==> config.mk <==
export PLATFORM = sky130hd
export DESIGN_NAME = repeat_nfa_top
export DESIGN_NICKNAME = d
export VERILOG_FILES = /design/src/rtl/repeat_nfa_top.sv
export SDC_FILE = /design/constraint.sdc
export NUM_CORES = 1
export LEC_CHECK = 0
export BUFFER_PORTS_ARGS = -buffer_cell sky130_fd_sc_hd__buf_2
export CORE_AREA = 3 3 40 42
export DETAILED_ROUTE_END_ITERATION = 12
export DIE_AREA = 0 0 43 45
export PLACE_DENSITY_LB_ADDON = 0.25
export SLEW_MARGIN = 20
export SYNTH_ARGS = -nofsm -noshare
export SYNTH_HDL_FRONTEND = slang
export SYNTH_SLANG_ARGS = --single-unit
export TNS_END_PERCENT = 30
==> constraint.sdc <==
create_clock -name clk -period 1.2 [get_ports clk]
set_input_delay 0.12 -clock clk [delete_from_list [all_inputs] [get_ports clk]]
set_output_delay 0.12 -clock clk [all_outputs]
set_load 0.005 [all_outputs]
==> src/rtl/repeat_nfa_top.sv <==
// Streaming one-hot NFA matcher for the unanchored pattern (CH0 CH1 CH2){REP}.
// One byte is consumed per enabled clock; match is the final NFA state bit.
module repeat_nfa_top #(
    parameter int        REP = 3,
    parameter logic [7:0] CH0 = 8'd97,
    parameter logic [7:0] CH1 = 8'd98,
    parameter logic [7:0] CH2 = 8'd99
) (
    input  logic       clk,
    input  logic       reset_n,
    input  logic       en,
    input  logic [7:0] payload,
    output logic       match
);

    localparam int N = 3 * REP;

    logic       hit0;
    logic       hit1;
    logic       hit2;
    logic [N:1] want;
    logic [N:1] st;
    logic [N:1] st_next;

    assign hit0 = (payload == CH0);
    assign hit1 = (payload == CH1);
    assign hit2 = (payload == CH2);

    // want[k] is the comparison result for position k of the unrolled pattern.
    for (genvar k = 1; k <= N; k++) begin : g_want
        localparam int PHASE = (k - 1) % 3;
        if (PHASE == 0) begin : g_p0
            assign want[k] = hit0;
        end else if (PHASE == 1) begin : g_p1
            assign want[k] = hit1;
        end else begin : g_p2
            assign want[k] = hit2;
        end
    end

    // Shift every thread forward one position; the constant 1 is the
    // always-active start state that lets a match begin at any byte.
    always_comb begin
        st_next = {st[N-1:1], 1'b1} & want;
    end

    // reset_n is active-high despite its name.
    always_ff @(posedge clk or posedge reset_n) begin
        if (reset_n) begin
            st <= '0;
        end else if (en) begin
            st <= st_next;
        end
    end

    // The last state is exactly "final CH2 of REP units just consumed".
    assign match = st[N];

endmodule

==> results_dict.tcl <==
set metrics [dict create \
    status "completed" \
    relSlewSlack_pct 78.0 \
    reg_top3 "st x9" \
    grt_pass1_wl_um 1520 \
    rows 13 \
    antenna_found_initial 0 \
    netlist_instances 41 \
    nets 69 \
    coreArea_um2 1280 \
    tns_ns 0 \
    wirelength_um 888 \
    ir_worst_vdd_uv 382 \
    fin_skew_ns 0.00744 \
    fmax_ghz 1.10 \
    synth_warnings 0 \
    critPathRequiredTime_ns 1.36 \
    synth_fp_nets 52 \
    grt_usage_pct 11.4 \
    place_congestion 0.750 \
    grt_remaining_overflow 0 \
    power.leakage_uw 0.000256 \
    power_density_nw_per_um2 1020 \
    maxCapViolCount 0 \
    avgSynthCellArea_um2 11.4 \
    largest-register "st" \
    clk_latency_ns 0.27 \
    yosysSeqAreaShare_pct 48.3 \
    dieArea_um2 1940 \
    numPortBuffers 11 \
    io_pins 12 \
    rsz0062_at_grt "no" \
    clockBufferDepth 2 \
    end_kind "flop" \
    arrival_ns 1.07 \
    hold_viol_final 0 \
    post_drt_wl_per_cell_um 12.3 \
    synth_area_um2 467 \
    finalCritPeriodShare_pct 75.7 \
    clk_pin_slew_ns 0.05 \
    crit_type "primary input to flop" \
    timing.hold.ws_ns 0.148 \
    cts_inserted_buffers 3 \
    dp.cells 67 \
    drive_gt1_share_pct 40.4 \
    post-route-util_pct 45.5 \
    routed_via_density 4.90 \
    n_fill_cell 132 \
    worstMarginPinSlew_ns 0.330 \
    clock-sinks 9 \
    setup_viol 0 \
    report.final.slew_viol_count 0 \
    dpl_worst_slack_ns 0.0154 \
    drtIter0Drc 0 \
    grt_max_degree 10 \
    hold_path.class "primary input to flop" \
    setup_ws_ns 0.292 \
    drc 0 \
    dieWidth_um 43 \
    cts-htree-levels 1 \
    antenna_cells 0 \
    synth.distinct_cells 12 \
    cts_tree "built" \
    grt_pass1_vias 336 \
    synth-seq-cells 9 \
    fin_crit_ns 0.908 \
    antenna_left 0 \
    startpoint_type "primary input" \
    place_hpwl_um 701 \
    vias 353 \
    largest_reg_flops 9 \
    final_cells 72 \
    die_y_um 45 \
    syn2layout_area_growth_pct 25.2 \
    start_util_pct 36.3 \
    cts-root-buf "clkbuf_4" \
    cts_setup_buffers 0 \
    worstPathMaxFanout 3 \
    first_pass_iters 1 \
]
==> cells in the final DEF (no fill, tap or decap), types with 2 or more instances in the layout <==
master / n
dfrtp_1: 9
o41ai_2: 2
buf_2: 11
o32ai_1: 3
o31ai_2: 2
clkbuf_4: 3
buf_4: 2
inv_1: 6
nand2_1: 6
nand4bb_1: 2
nand2b_1: 5
or4b_4: 2
==> critical path, cell delays in order <==
cell	delay, ns
buf_2	0.11
or4b_4	0.56
o32ai_2	0.28
==> synth_stat cells <==
master     instances  area, µm²
dfrtp_1            9        225
inv_1              6       22.5
nand2_1            6       22.5
nand2b_1           5       31.3
o32ai_1            3       26.3
clkbuf_1           2       7.51
nand4bb_1          2       22.5
o31ai_2            2       25.0
o41ai_2            2       32.5
or4b_4             2       27.5
o31ai_1            1       7.51
o32ai_2            1       16.3
==> kinds of logic after synthesis <==
family | after synthesis | share of synthesized area, %
AOI/OAI and AO/OA | 9 | 23.1
buffers and inverters | 8 | 6.43
DFF | 9 | 48.3
and+or+nand+nor | 15 | 22.3
==> cell type report <==
type	instances	area, µm²	area share (%)
Timing Repair Buffer	14	80.1	13.7
Multi-Input combinational cell	24	211	36.2
Sequential cell	9	225	38.5
Inverter	6	22.5	3.85
Tap cell	15	18.8	3.21
Clock buffer	4	26.3	4.50
==> where the power goes <==
group / internal, µW / leakage, µW / switching [µW]
Clock: 128 / 0.0000150 / 108
Sequential: 304 / 0.000126 / 0.0649
Combinational: 26.6 / 0.000115 / 27.6
Total: 458 / 0.000256 / 136
==> through the flow <==
step	cell area (µm²)	power, µW
global placement	548	361
CTS	584	604
global route	584	620
floorplan	467	335
detailed placement	548	361
finish	584	594
==> timing repair <==
action                                 4_1_cts  5_1_grt
endpoints found under the hold margin        9        0
hold buffers                                 1        0
gates resized for setup                      0        0
==> metal layers <==
layer | wire, µm | track usage [%] | up-vias
met3 | 75 | 3.59 | 4
met5 | 0 | 0 | -
met1 | 388 | 13.6 | 157
met2 | 385 | 16.2 | 14
met4 | 38 | 10.8 | 0
li1 | - | - | 178
==> worst paths after layout <==
kind                                  from    end  slack [ns]  cells past startpoint
worst max-delay path            payload[0]  st[2]        0.29                      3
worst min-delay path                    en  st[6]        0.15                      2
worst max register to register       st[3]  st[4]        0.42                      2
worst min register to register       st[1]  st[1]        0.50                      2
max in group asynchronous          reset_n  st[7]        0.61                      3
min in group asynchronous          reset_n  st[5]        0.34                      3
Power figures use the tool's default switching activity.
